$ cat src/rtl/breakout_ctrl_pkg.sv
// Shared types and helpers for the Breakout paddle position encoder.
package breakout_ctrl_pkg;

    localparam int unsigned POS_W      = 8;
    localparam int unsigned POS_INIT   = 114;
    localparam int unsigned DELTA_SLOW = 4;
    localparam int unsigned DELTA_FAST = 8;

    // Non-INV modes invert the raw source so "right" moves toward position 0,
    // matching the digital buttons.
    typedef enum logic [2:0] {
        PM_DIGITAL    = 3'd0,
        PM_X          = 3'd1,
        PM_X_INV      = 3'd2,
        PM_Y          = 3'd3,
        PM_Y_INV      = 3'd4,
        PM_PADDLE     = 3'd5,
        PM_PADDLE_INV = 3'd6,
        PM_PARK       = 3'd7
    } pad_mode_t;

    // Signed two's-complement axis to offset binary (-128 -> 0, +127 -> 255).
    function automatic logic [POS_W-1:0] to_offset_bin(input logic [POS_W-1:0] a);
        return {~a[POS_W-1], a[POS_W-2:0]};
    endfunction

endpackage

$ cat src/rtl/breakout_paddle_ctrl_digital_acc.sv
// One 8-bit saturating position accumulator stepped by inc/dec when enabled.
module paddle_digital_acc
    import breakout_ctrl_pkg::*;
#(
    parameter int unsigned INIT = POS_INIT
) (
    input  logic             clk,
    input  logic             rst_n,
    input  logic             en,
    input  logic             inc,
    input  logic             dec,
    input  logic [POS_W-1:0] delta,
    output logic [POS_W-1:0] pos
);

    logic [POS_W-1:0] pos_q, pos_d;
    logic [POS_W:0]   sum;

    // Nine-bit sum exposes overflow so the top end clamps instead of wrapping.
    always_comb begin
        sum   = {1'b0, pos_q} + {1'b0, delta};
        pos_d = pos_q;
        if (en && inc && !dec) begin
            pos_d = sum[POS_W] ? '1 : sum[POS_W-1:0];
        end else if (en && dec && !inc) begin
            pos_d = (pos_q < delta) ? '0 : pos_q - delta;
        end
    end

    always_ff @(posedge clk or negedge rst_n) begin
        if (!rst_n) pos_q <= POS_W'(INIT);
        else        pos_q <= pos_d;
    end

    assign pos = pos_q;

endmodule

$ cat src/rtl/breakout_paddle_ctrl.sv
// Paddle position encoder: selects a per-player target, latches it outside the
// measurement window and drives the core's "line count < position" PAD_OUT.
module breakout_paddle_ctrl
    import breakout_ctrl_pkg::*;
(
    input  logic             clk_sys,
    input  logic             reset_n,
    input  logic             hsync,
    input  logic             vsync,
    input  logic             pad_en_n,
    input  logic             player2,
    input  logic             speed,
    input  logic [2:0]       p1_mode,
    input  logic [2:0]       p2_mode,
    input  logic             p1_left,
    input  logic             p1_right,
    input  logic             p2_left,
    input  logic             p2_right,
    input  logic [POS_W-1:0] p1_ax,
    input  logic [POS_W-1:0] p1_ay,
    input  logic [POS_W-1:0] p2_ax,
    input  logic [POS_W-1:0] p2_ay,
    input  logic [POS_W-1:0] paddle_0,
    input  logic [POS_W-1:0] paddle_1,
    output logic             pad_out,
    output logic [POS_W-1:0] pos_active
);

    logic             hsync_q, vsync_q;
    logic             hs_rise, vs_rise;
    logic [POS_W-1:0] delta;
    logic [POS_W-1:0] dpos1, dpos2;
    logic [POS_W-1:0] target1, target2, target_sel;
    logic [POS_W-1:0] pos_lat_q, pos_lat_d;
    logic [POS_W-1:0] cnt_q, cnt_d;
    logic             pad_out_q, pad_out_d;

    function automatic logic [POS_W-1:0] mode_target(
        input pad_mode_t        m,
        input logic [POS_W-1:0] dpos,
        input logic [POS_W-1:0] ax,
        input logic [POS_W-1:0] ay,
        input logic [POS_W-1:0] pad
    );
        logic [POS_W-1:0] t;
        t = POS_W'(POS_INIT);
        case (m)
            PM_DIGITAL:    t = dpos;
            PM_X:          t = ~to_offset_bin(ax);
            PM_X_INV:      t = to_offset_bin(ax);
            PM_Y:          t = ~to_offset_bin(ay);
            PM_Y_INV:      t = to_offset_bin(ay);
            PM_PADDLE:     t = ~pad;
            PM_PADDLE_INV: t = pad;
            PM_PARK:       t = POS_W'(POS_INIT);
            default:       t = POS_W'(POS_INIT);
        endcase
        return t;
    endfunction

    assign hs_rise = hsync & ~hsync_q;
    assign vs_rise = vsync & ~vsync_q;
    assign delta   = speed ? POS_W'(DELTA_FAST) : POS_W'(DELTA_SLOW);

    paddle_digital_acc #(.INIT(POS_INIT)) u_acc1 (
        .clk   (clk_sys),
        .rst_n (reset_n),
        .en    (vs_rise & ~player2),
        .inc   (p1_left),
        .dec   (p1_right),
        .delta (delta),
        .pos   (dpos1)
    );

    paddle_digital_acc #(.INIT(POS_INIT)) u_acc2 (
        .clk   (clk_sys),
        .rst_n (reset_n),
        .en    (vs_rise & player2),
        .inc   (p2_left),
        .dec   (p2_right),
        .delta (delta),
        .pos   (dpos2)
    );

    // Target is tracked only while the window is armed, so the core sees one value per window.
    always_comb begin
        target1    = mode_target(pad_mode_t'(p1_mode), dpos1, p1_ax, p1_ay, paddle_0);
        target2    = mode_target(pad_mode_t'(p2_mode), dpos2, p2_ax, p2_ay, paddle_1);
        target_sel = player2 ? target2 : target1;
        pos_lat_d  = pad_en_n ? pos_lat_q : target_sel;
        cnt_d      = cnt_q;
        if (!pad_en_n) begin
            cnt_d = '0;
        end else if (hs_rise && (cnt_q != '1)) begin
            cnt_d = cnt_q + POS_W'(1);
        end
        pad_out_d  = (cnt_q < pos_lat_q);
    end

    always_ff @(posedge clk_sys or negedge reset_n) begin
        if (!reset_n) begin
            hsync_q   <= 1'b0;
            vsync_q   <= 1'b0;
            pos_lat_q <= POS_W'(POS_INIT);
            cnt_q     <= '0;
            pad_out_q <= 1'b0;
        end else begin
            hsync_q   <= hsync;
            vsync_q   <= vsync;
            pos_lat_q <= pos_lat_d;
            cnt_q     <= cnt_d;
            pad_out_q <= pad_out_d;
        end
    end

    assign pad_out    = pad_out_q;
    assign pos_active = pos_lat_q;

endmodule

$ cat config.mk
export PLATFORM = sky130hd
export DESIGN_NAME = breakout_paddle_ctrl
export DESIGN_NICKNAME = d
export VERILOG_FILES = /design/src/rtl/breakout_ctrl_pkg.sv /design/src/rtl/breakout_paddle_ctrl_digital_acc.sv /design/src/rtl/breakout_paddle_ctrl.sv
export SDC_FILE = /design/constraint.sdc
export NUM_CORES = 1
export LEC_CHECK = 0
export BUFFER_PORTS_ARGS = -buffer_cell sky130_fd_sc_hd__buf_4
export CAP_MARGIN = 10
export CORE_MARGIN = 2
export CORE_UTILIZATION = 50
export DETAILED_ROUTE_END_ITERATION = 6
export PLACE_DENSITY = 0.85
export SLEW_MARGIN = 15
export SYNTH_ARGS = -nofsm -noshare
export SYNTH_HDL_FRONTEND = slang
export SYNTH_SLANG_ARGS = --single-unit
$ cat constraint.sdc
create_clock -name clk_sys -period 2.3 [get_ports clk_sys]
set_clock_uncertainty 0.1 [all_clocks]
set_input_delay 0.23 -clock clk_sys [delete_from_list [all_inputs] [get_ports clk_sys]]
set_output_delay 0.23 -clock clk_sys [all_outputs]
set_load 0.01 [all_outputs]
Yosys cells after proc, flatten, opt, wreduce, memory -nomap -nowiden --
Cells that the tools add are included.
Operators by class: add/subtract/negate cells 5, magnitude comparators 3, eq/ne operators 16, muxes and demuxes 14, bitwise logic cells 17, reductions and logical operators 17
Operator list (count):
- $pmux 8 s8 | 2
- $mux 8 | 11
- $not 8->8 | 6
- $eq 3x3->1 const B | 8
- $add 8x4->9 | 2
- $lt 8x4->1 | 2
- $sub 8x4->8 | 2
- $eq 3x2->1 const B | 4
- $logic_and 1x1->1 | 9
- $add 8x1->8 const B | 1
- $lt 8x8->1 | 1
- $ne 8x8->1 const B | 1
- $not 1->1 | 7
- $eq 3x1->1 const B | 2
- $logic_not 3->1 | 2
- $and 1x1->1 | 4
- $logic_not 1->1 | 4
- $mux 4 | 1
- $reduce_bool 2->1 | 2
- $ne 2x1->1 const B | 1
Storage, ports and cells: flip-flop bits (word level) 35, output and inout bits 9, logic and storage cells 79

Longest topological paths before layout --
Gate-level depths: netlist of run 1.
word-level depth 7, mapped depth 9, mapped depth without buffers 9

Modules after synthesis --
A second synthesis of run 1 with hierarchy kept.
Unflattened totals: cell total of the unflattened synthesis 528, area, all modules 4271.6 µm²
Modules (own cells, without submodules):
- paddle_digital_acc | times used 2, cells an instance 139, area each 1147.4 µm²
- breakout_paddle_ctrl | times used 1, cells an instance 250, area each 1976.9 µm²

Worst setup path before layout of run 1 --
OpenSTA, ideal clock, no wires.
kind input to register, start input speed, end register u_acc1.pos_q[5], in the netlist u_acc1.pos[5], library setup time 83 ps, data arrival time 2214 ps, data required time 2117 ps, setup slack -98 ps, stages on the path 7, cell sequence inv_1 ha_1 inv_1 fa_1 or4_4 a32o_1 a221o_1
Between the ends: word-level cells in the longest chain between the ends 5
RTL lines:
- start: declaration | line breakout_paddle_ctrl.sv:12 | input logic speed,
- $mux 4 (*) | line breakout_paddle_ctrl.sv:63 | assign delta = speed ? POS_W'(DELTA_FAST) : POS_W'(DELTA_SLOW);
- $sub 8x4->8 or $lt 8x4->1 (tied branches) | line breakout_paddle_ctrl_digital_acc.sv:26 | pos_d = (pos_q < delta) ? '0 : pos_q - delta;
- $mux 8 | line breakout_paddle_ctrl_digital_acc.sv:26
- $mux 8 | line breakout_paddle_ctrl_digital_acc.sv:25 | end else if (en && dec && !inc) begin
- $mux 8 (*) | line breakout_paddle_ctrl_digital_acc.sv:23 | if (en && inc && !dec) begin
- end signal: assignment | line breakout_paddle_ctrl_digital_acc.sv:31 | if (!rst_n) pos_q <= POS_W'(INIT);
- end signal: assignment | line breakout_paddle_ctrl_digital_acc.sv:32 | else pos_q <= pos_d;
- end: declaration | line breakout_paddle_ctrl_digital_acc.sv:16 | logic [POS_W-1:0] pos_q, pos_d;
Mark *: on every way between the ends. The rest lies on a longest branch, timed or not. The select of a mux whose other input is x is not followed. A chain may end at the register's enable or synchronous reset.

Worst setup path in the final report of run 1 --
start register u_acc1.pos_q[2], in the netlist u_acc1.pos[2], end register u_acc1.pos_q[5], in the netlist u_acc1.pos[5]
Between the ends: word-level cells in the longest chain between the ends 4
RTL lines (line):
- $sub 8x4->8 or $lt 8x4->1 (tied branches) | breakout_paddle_ctrl_digital_acc.sv:26
- $mux 8 | breakout_paddle_ctrl_digital_acc.sv:26
- $mux 8 | breakout_paddle_ctrl_digital_acc.sv:25
- $mux 8 (*) | breakout_paddle_ctrl_digital_acc.sv:23
Marked as above.

==> summary.txt, run 1 <==
GRT
  • Global-route wire length before repair: 14500 um
  • Total track usage: 0.247
  • Vias in the first global route: 3128
  • Largest net degree at the start of global routing: 36
  • Initial antenna violation count: 0
  • Global route overflow: 0

Synthesis
  • Post-synthesis sequential area ratio: 0.275
  • Yosys top cell by area: dfrtp_1
  • Yosys warning count: 0
  • Mapped Avg Cell Area: a little over 8 um2
  • Asr flop ratio synth: 1.00
  • Synth area leaders: dfrtp_1 18%, dfstp_2 9.7%, ha_1 6.2%
  • Syn_nets: 483
  • Synth cell types: 56
  • Cell Area, Synth: 0.00324 mm2
  • Leading register cell type out of synthesis: dfrtp_1
  • Seq cells post-synth: 35
  • Cell count after synthesis: 398
  • Most frequent cells after synthesis: 32 x a21oi_1, 32 x nor2_1, 32 x o21ai_0, 30 x nand2_1, 29 x inv_1
  • Post-synth EDFFs: 0
  • Top-area cell type share of the netlist area: 0.178

Hold path
  • Hold Crit Class: input port to register
  • Worst hold path depth: 2
  • HP Start: p2_right

Die
  • Die X: 84.5 um
  • Die ar.: slightly above 0.007 mm2
  • Core area: 0.00631 mm2
  • # rows: 29
  • Initial Util: 0.513
  • Ports: 74
  • Die Ht: 84.5 um

Place
  • Buffers on Ports: 73
  • Pre-CTS WS: -54.4 ps
  • Dpl hpwl: 6590 um
  • Final GP Congestion: slightly below 0.9

Pwr
  • Power, Total: 2.54 mW
  • Leakage dissipation: between 1.5 and 2 nW
  • Pwr/cell area: 629 mW/mm2
  • IR Drop Worst-Case VDD: roughly 0.42 mV

CTS
  • Num CTS Buffers: 5
  • Clk buf depth: 2
  • Clock Sinks: 35
  • Clock Latency Late Sink: about 300 ps
  • Root Driver: clkbuf_8
  • CTS clock-pin slew for the worst setup and hold paths: 80 ps
  • CTS tree: built
  • H-tree depth: 2

Layout
  • Fin nets: 553
  • Fin util: 0.640
  • Ratio of cells with drive above 1 in the final layout: 0.254
  • Number of fillers in the final layout: around 530
  • Area growth, synth to finish: 24.5%
  • Ant. Diodes: 0

Timing
  • Final Cycle Share: 0.959
  • Worst slew margin: 0.620
  • Worst hold slack: 74.3 ps
  • Achievable frequency: 453 MHz
  • Tightest Pin Transition: ~570 ps
  • Final setup viols: 0
  • RSZ-0062 raised after global routing: yes
  • Final Hold Fails: 0
  • Slew Viols, Final: 0
  • Setup WS post-layout: 94.8 ps
  • Final worst path period need: approximately 2200 ps

Setup path
  • Worst-path cell chain: inv_1 > ha_2 > inv_1 > fa_2 > or4_4 > a32o_1 > a221o_1
  • WP data required: approximately 2400 ps
  • Worst-path fanout max: 4
  • Setup CP Type: register to register
  • Worst r2r src: u_acc1.pos[2]
  • Worst setup path startpoint: u_acc1.pos[2]
  • Worst reg-to-reg path cell count: 7
  • CP arrival: between 2000 and 2500 ps
  • CP peak stage delay: 440 ps
  • Slowest stage cell, crit path: or4_4
  • CP dominant cell by count: inv_1
  • Startpoint types: register
  • Crit end category: register

Job
  • Max_cap viols: 0

Outcome
  • Status: finished, final reports clean

Drt
  • Per-cell routed wire length: roughly 16 um
  • WL final: 8650 um
  • Post-DR vias/cell: roughly 6
  • Vias: ~3300
  • Initial DRC Count: 294
  • DR DRC count: 0
  • Antenna Nets Post-Route: 0
  • Drt first pass iters: 5
[power breakdown]
| part | internal [mW] | switching, mW |
|---|---|---|
| sequential | 0.772 | 0.215 |
| clock | 0.323 | 0.249 |
| combinational | 0.497 | 0.486 |
[metal layers]
| metal | global-route usage | vias up | wire [um] | share of wire |
|---|---|---|---|---|
| met3 | 0.0521 | 13 | 670 | 0.077 |
| li1 | - | 1610 | - | - |
| met2 | 0.401 | 141 | 4140 | 0.48 |
| met1 | 0.335 | 1579 | 3700 | 0.43 |
| met4 | 0.0664 | 0 | 139 | 0.016 |
| met5 | 0 | - | 0 | 0 |
[state kept, by name, summed over array words and instances (netlist names)]
name	flops
hsync_q	1
pos_active	8
u_acc2.pos	8
vsync_q	1
u_acc1.pos	8
cnt_q	8
pad_out	1
[area by class of cell]
class | count | area, um2 | area share
flip-flops and latches | 35 | 891 | 0.221
clock buffers | 5 | 68.8 | 0.0170
inverters | 29 | 113 | 0.0279
well taps | 77 | 96.3 | 0.0239
multi-input cells | 309 | 2160 | 0.534
repair buffers | 88 | 668 | 0.165
clock inverters | 3 | 43.8 | 0.0108
[worst paths after layout]
kind	slack, ps	to
setup / recovery	90	u_acc1.pos[5]
hold / removal	70	u_acc2.pos[3]
setup reg to reg	90	u_acc1.pos[5]
hold reg to reg	400	u_acc2.pos[0]
max in group asynchronous	1430	u_acc1.pos[5]
min in group asynchronous	310	u_acc1.pos[2]
[worst max-delay path, delay by kind of cell (launching register included)]
family                   cells  cell delay (ps)
AND/OR/NAND/NOR              1              440
adder cells (fa/ha/maj)      2              520
buffers and inverters        2              120
flip-flops                   1              380
AO/OA/AOI/OAI                2              570
[placed cells by master, fill, tap and decap left out, drive strengths merged, types with 3 or more instances in the layout]
| cell type | n |
|---|---|
| dfstp | 12 |
| nor2b | 12 |
| nand2b | 3 |
| mux2 | 6 |
| a221o | 3 |
| dfrtp | 23 |
| nor2 | 32 |
| buf | 85 |
| nor3 | 8 |
| xor2 | 4 |
| a221oi | 10 |
| o31ai | 3 |
| a21oi | 32 |
| nand2 | 30 |
| or2 | 5 |
| and2 | 6 |
| fa | 4 |
| mux2i | 19 |
| nor3b | 4 |
| inv | 28 |
| and4 | 3 |
| nand3 | 3 |
| o32a | 3 |
| a22oi | 6 |
| ha | 16 |
| dlygate4sd3 | 3 |
| clkbuf | 5 |
| o21ai | 35 |
| o221ai | 12 |
| a21o | 7 |
| nand4 | 4 |
| a2bb2oi | 4 |
| nor4 | 4 |
| o21a | 3 |
[logic make-up after synthesis]
group	after synthesis	share of synthesized area
simple gates	124	0.201
buf+inv	54	0.0637
xor+xnor	6	0.0162
fa+ha+maj	20	0.0865
flops	35	0.275
compound gates	134	0.278
mux	25	0.0795
[metrics by stage]
step | TNS [ps] | area, um2 | instances
floorplan | 0 | 3250 | 398
global placement | -24.0 | 3880 | 535
detailed placement | -54.4 | 3880 | 535
CTS | 0 | 4030 | 546
global route | -7.84 | 4040 | 546
finish | 0 | 4040 | 546
[what timing repair did]
action / CTS / global route
pin swaps: 1 / 2
cloned: 0 / 0
hold endpoints to repair: 25 / 0
setup buffers: 0 / 0
hold buffers: 3 / 0
gates resized for setup: 0 / 3
endpoints found under the setup margin: 1 / 3
Note: power is estimated with default switching activity, not from simulation.
==> run 2: changes to the inputs <==
CORE_MARGIN = 1   (was 2)
CORE_UTILIZATION = 52   (was 50)
SYNTH_HIERARCHICAL = 1   (was not set)
==> run 2 against run 1 <==
Net effect:
- fmax barely moved
- setup slack improved by 1.0 ps
- combinational power rose to 2.5 times the previous value
- largest cell class unchanged
- largest power group is now combinational logic
==> summary.txt, run 2 <==
Outcome
  • Status: finished, final reports clean

Setup path
  • CP arrival: 2270 ps
  • Startpoint types: register
  • CP bufs+invs: 0
  • Worst setup path startpoint: u_acc2/pos[3]
  • CP peak stage delay: 450 ps
  • Worst r2r src: u_acc2/pos[3]
  • Setup CP Type: register to register
  • Worst-path cell chain: ha_2 > or3_4 > a221oi_4 > o22ai_2 > a221oi_1 > o21ai_1
  • Worst-path fanout max: 5
  • WP data required: 2370 ps
  • Crit end category: register
  • Slowest stage cell, crit path: dfrtp_1
  • Cell family with most CP delay: compound AO/OA/AOI/OAI gates

Drt
  • DR DRC count: 0
  • Drt first pass iters: 5
  • Antenna Nets Post-Route: 0
  • Initial DRC Count: approximately 360
  • Vias: 4360
  • Post-DR vias/cell: 5.98
  • WL final: around 12000 um
  • Per-cell routed wire length: 16.2 um

GRT
  • Vias in the first global route: 4100
  • Global route overflow: 0
  • Initial antenna violation count: 0
  • Total track usage: 0.284
  • Global-route wire length before repair: 19700 um
  • Largest net degree at the start of global routing: 36

CTS
  • Clk buf depth: 2
  • Clock Sinks: 35
  • Clock Latency Late Sink: 290 ps
  • H-tree depth: 2
  • Num CTS Buffers: 5
  • Root Driver: clkbuf_8
  • CTS tree: built
  • CTS clock-pin slew for the worst setup and hold paths: around 80 ps

Synthesis
  • Most common cell in the synthesized netlist: inv_1
  • Asr flop ratio synth: 1.00
  • Yosys top cell by area: dfrtp_1
  • Top-area cell type share of the netlist area: 0.135
  • Mapped Avg Cell Area: 8.09 um2
  • Cell Area, Synth: between 0.004 and 0.005 mm2
  • Synth cell types: 61
  • Post-synth EDFFs: 0
  • Most frequent cells after synthesis: 50 x inv_1, 45 x nand2_1, 42 x ha_1, 38 x nor2_1, 28 x a21oi_1
  • Yosys warning count: 6
  • Leading register cell type out of synthesis: dfrtp_1
  • Post-synthesis sequential area ratio: 0.209
  • Synth area leaders: dfrtp_1 13%, ha_1 12%, dfstp_2 7.4%
  • Cell count after synthesis: 528
  • Seq cells post-synth: 35

Job
  • Max_cap viols: 0

Pwr
  • Leakage dissipation: 2.29 nW
  • Pwr/cell area: 791 mW/mm2
  • Power, Total: 4.11 mW
  • IR Drop Worst-Case VDD: 0.340 mV

Timing
  • Final Hold Fails: 0
  • Tightest Pin Transition: 558 ps
  • Worst slew margin: 0.628
  • Slew Viols, Final: 0
  • Final Cycle Share: 0.958
  • Final setup viols: 0
  • Final worst path period need: 2200 ps
  • Achievable frequency: 454 MHz

Layout
  • Multi-input logic area: between 0.003 and 0.004 mm2
  • Number of fillers in the final layout: 673
  • Ant. Diodes: 0
  • Most common cell after layout, fill and taps aside: buf_4
  • Fin cells: 729
  • Most frequent cells in the layout: 87 x buf_4, 50 x inv_1, 45 x nand2_1
  • Reg area: approximately 900 um2
  • Fin nets: 737
  • Ratio of cells with drive above 1 in the final layout: 0.228
  • Area growth, synth to finish: 21.6%

Hold path
  • HP Start: pad_en_n
  • Hold Crit Class: input port to register

Die
  • Core area: 0.00785 mm2
  • Die Ht: 92.6 um
  • Initial Util: 0.544
  • Ports: 74
  • # rows: 32
  • Die X: 92.6 um
  • Die ar.: 0.00858 mm2

Place
  • Dpl hpwl: 9410 um
  • Buffers on Ports: 73
  • Placed cells: around 720
  • Final GP Congestion: slightly above 0.9
[run 2: cell types whose count changed after synthesis, moves of 10 or more]
| cell | delta |
|---|---|
| nand2b_1 | +12 |
| buf_2 | +11 |
| inv_1 | +21 |
| ha_1 | +26 |
| xnor2_1 | +11 |
| mux2i_1 | -10 |
| nand2_1 | +15 |
[run 2: per-stage QoR]
stage	util	setup WS (ps)	area [um2]	hold slack [ps]	setup TNS, ps
final	0.662	95.8	5190	164	0
after global routing	0.662	-9.71	5190	174	-9.71
after CTS	0.658	79.3	5170	155	0
after detailed placement	0.640	49.2	5020	102	0
after global placement	0.640	53.8	5020	103	0
after floorplan	-	184	4370	-166	0
[run 2: worst paths after layout]
check                                     end  slack, ps  depth (start not counted)
worst min register to register  u_acc1/pos[4]        400                          2
min in group asynchronous             hsync_q        310                          2
worst min-delay path                 cnt_q[2]        160                          3
worst max-delay path            u_acc2/pos[3]        100                          6
worst max register to register  u_acc2/pos[3]        100                          6
max in group asynchronous       u_acc2/pos[6]       1430                          2
[run 2: logic make-up (layout without fill, tap and decap cells)]
kind of cell | Yosys count | count (layout) | share of synthesized area
AOI/OAI and AO/OA | 176 | 176 | 0.310
xor gates and xnor gates | 21 | 21 | 0.0431
adders and majority gates | 46 | 46 | 0.142
buffers and inverters | 78 | 150 | 0.0770
DFF | 35 | 35 | 0.209
muxes | 13 | 13 | 0.0316
other | 1 | 28 | 0.000878
and+or+nand+nor | 158 | 158 | 0.187
[run 2: power breakdown]
| part | internal (mW) | switching (mW) | leakage [nW] |
|---|---|---|---|
| registers | 0.822 | 0.207 | 0.417 |
| clock network | 0.351 | 0.233 | 0.0612 |
| logic | 1.10 | 1.40 | 1.81 |
[run 2: what timing repair did]
action / CTS / global route
setup buffers: 0 / 0
endpoints found under the hold margin: 25 / 0
setup endpoints to repair: 0 / 14
hold buffers: 3 / 0
gates resized for setup: 0 / 8
[run 2: cell type report]
| type | count | area share |
|---|---|---|
| tap | 102 | 0.0246 |
| sequential | 35 | 0.172 |
| multi-input combinational | 442 | 0.612 |
| clock buffer | 6 | 0.0159 |
| clock inverter | 2 | 0.00675 |
| timing repair buffer | 90 | 0.132 |
| inverter | 52 | 0.0376 |
[run 2: layer usage]
layer,part of all wire,up-vias,GRT usage
met5,0,-,0
met4,0.019,0,0.0538
met3,0.060,23,0.0304
met2,0.49,178,0.509
met1,0.43,2065,0.370
li1,-,2094,-
[run 2: worst min-delay path: stages]
cell      delay (ps)
buf_4            140
o211ai_1          90
nand2_1           60
==> run 3: changes to the inputs <==
CELL_PAD_IN_SITES_DETAIL_PLACEMENT = 1   (was not set)
CELL_PAD_IN_SITES_GLOBAL_PLACEMENT = 1   (was not set)
CORE_UTILIZATION = 39   (was 52)
PLACE_DENSITY = 0.86   (was 0.85)
==> run 3 against run 2 <==
Net effect:
- clock-buffer cell count grew 1
- setup slack worse by 31 ps
- sequential cell count unchanged
- register-to-register slack worse by 30 ps
- utilization fell by 16 points
- global-route usage shrank 3.9 points
- highest routed layer unchanged
- die area grew 33%
- non-clock buffer count increased by 1
- critical path depth is the same
- sequential power about the same
- cell count up 4.8%
- critical path type unchanged
==> summary.txt, run 3 (same netlist as run 2, synthesis figures left out) <==
Drt
  • DR DRC count: 0
  • Vias: 4323
  • Antenna Nets Post-Route: 0
  • Initial DRC Count: between 200 and 250
  • Per-cell routed wire length: 18.1 um
  • Post-DR vias/cell: 5.66
  • WL final: 13800 um
  • Drt first pass iters: 4

Place
  • Placed cell area: a little over 0.005 mm2
  • Buffers on Ports: 73
  • Final GP Congestion: 0.910
  • Placed cells: 752
  • Dpl hpwl: ~11000 um
  • Pre-CTS WS: -1.31 ps

Layout
  • Reg area: 891 um2
  • Number of fillers in the final layout: 1320
  • Most frequent cells in the layout: 88 x buf_4, 50 x inv_1, 45 x nand2_1
  • Post-route cell area: 0.00523 mm2
  • Most common cell after layout, fill and taps aside: buf_4
  • Fin cells: between 700 and 800
  • Area growth, synth to finish: 22.5%
  • Ant. Diodes: 0
  • Ratio of cells with drive above 1 in the final layout: 0.232
  • Fin nets: 738
  • Multi-input logic area: between 0.003 and 0.004 mm2

CTS
  • Num CTS Buffers: 5
  • Clock Latency Late Sink: 280 ps
  • H-tree depth: 2
  • Root Driver: clkbuf_8
  • Clock Sinks: 35
  • CTS clock-pin slew for the worst setup and hold paths: 70 ps
  • CTS tree: built
  • Clk buf depth: 2

GRT
  • Global-route wire length before repair: approximately 22000 um
  • Total track usage: 0.244
  • Vias in the first global route: 4489
  • Initial antenna violation count: 0
  • Global route overflow: 0
  • Largest net degree at the start of global routing: 36

Timing
  • RSZ-0062 raised after global routing: no
  • Final setup viols: 0
  • Worst slew margin: 0.574
  • Setup WS post-layout: 64.9 ps
  • Final worst path period need: 2240 ps
  • Final Hold Fails: 0
  • Achievable frequency: between 400 and 500 MHz
  • Final Cycle Share: 0.972
  • Tightest Pin Transition: 638 ps
  • Worst hold slack: approximately 160 ps
  • Slew Viols, Final: 0

Die
  • # rows: 37
  • Die ar.: 0.0114 mm2
  • Die X: 107 um
  • Initial Util: 0.408
  • Ports: 74
  • Die Ht: 107 um
  • Core area: 0.0105 mm2

Setup path
  • Setup slack, reg-to-reg: 60 ps
  • Worst reg-to-reg path cell count: 6
  • Worst setup path end: u_acc2/pos[7]
  • Setup CP Type: register to register
  • Startpoint types: register
  • WP depth: 6
  • Worst r2r src: u_acc2/pos[2]
  • CP bufs+invs: 0
  • Worst setup path startpoint: u_acc2/pos[2]
  • Reg-to-reg endpoint: u_acc2/pos[7]
  • Crit end category: register
  • Worst-path cell chain: ha_2 > or3_4 > a221oi_4 > o221a_2 > and3_1 > a21oi_2
  • Slowest stage cell, crit path: dfrtp_1
  • Cell family with most CP delay: compound AO/OA/AOI/OAI gates
  • CP arrival: about 2300 ps
  • Worst-path fanout max: 4
  • CP peak stage delay: 450 ps
  • WP data required: 2370 ps

Outcome
  • Status: finished, final reports clean

Pwr
  • Leakage dissipation: 2.27 nW
  • Power, Total: 4.11 mW
  • Pwr/cell area: approximately 790 mW/mm2
  • IR Drop Worst-Case VDD: ~0.42 mV

Job
  • Max_cap viols: 0

Hold path
  • Hold Crit Class: input port to register
-- run 3: changes by cell type in the layout (fill, tap and decap cells not counted), moves of 2 or more --
cell and change:
ha_1 -3, ha_2 +3, a221oi_1 -2, a221oi_2 +2, clkbuf_1 +2
-- run 3: report_power, final --
part / internal [mW] / switching, mW
Sequential: 0.822 / 0.208
Combinational: 1.16 / 1.48
Clock: 0.213 / 0.229
Total: 2.19 / 1.92
-- run 3: cell type report --
class,instances,area share
Timing Repair Buffer,91,0.132
Inverter,52,0.0373
Multi-Input combinational cell,442,0.612
Clock inverter,1,0.000956
Clock buffer,7,0.0146
Tap cell,136,0.0325
Sequential cell,35,0.170
-- run 3: repair_timing --
item	4_1_cts	5_1_grt
hold buffers	3	0
setup endpoints to repair	2	12
cloned	0	0
buffers inserted	0	1
hold endpoints to repair	25	0
pin swaps	0	1
gates resized for setup	2	12
-- run 3: how the worst min path moves through the flow --
stage             start        to  slack [ps]  cells after the start
2_1_floorplan   reset_n  cnt_q[0]        -170                      0
3_3_place_gp    reset_n   pad_out         110                      1
3_5_place_dp    reset_n   pad_out         110                      1
4_1_cts        pad_en_n  cnt_q[2]         150                      3
5_1_grt        pad_en_n  cnt_q[2]         170                      3
6_report       pad_en_n  cnt_q[2]         160                      3
-- run 3: tightest hold or removal path, cell delays in order --
cell and delay [ps]:
buf_4 140, o211ai_1 80, nand2_1 50
-- run 3: through the flow --
stage | TNS (ps) | util
2_1_floorplan | 0 | -
3_3_place_gp | 0 | 0.484
3_5_place_dp | -1.31 | 0.484
4_1_cts | 0 | 0.495
5_1_grt | 0 | 0.500
6_report | 0 | 0.500
-- run 3: metal layers --
layer	global-route usage	vias to the layer above	share of wire
li1	-	2093	-
met4	0.0548	0	0.018
met2	0.442	98	0.50
met1	0.307	2114	0.44
met3	0.0316	18	0.035
met5	0	-	0
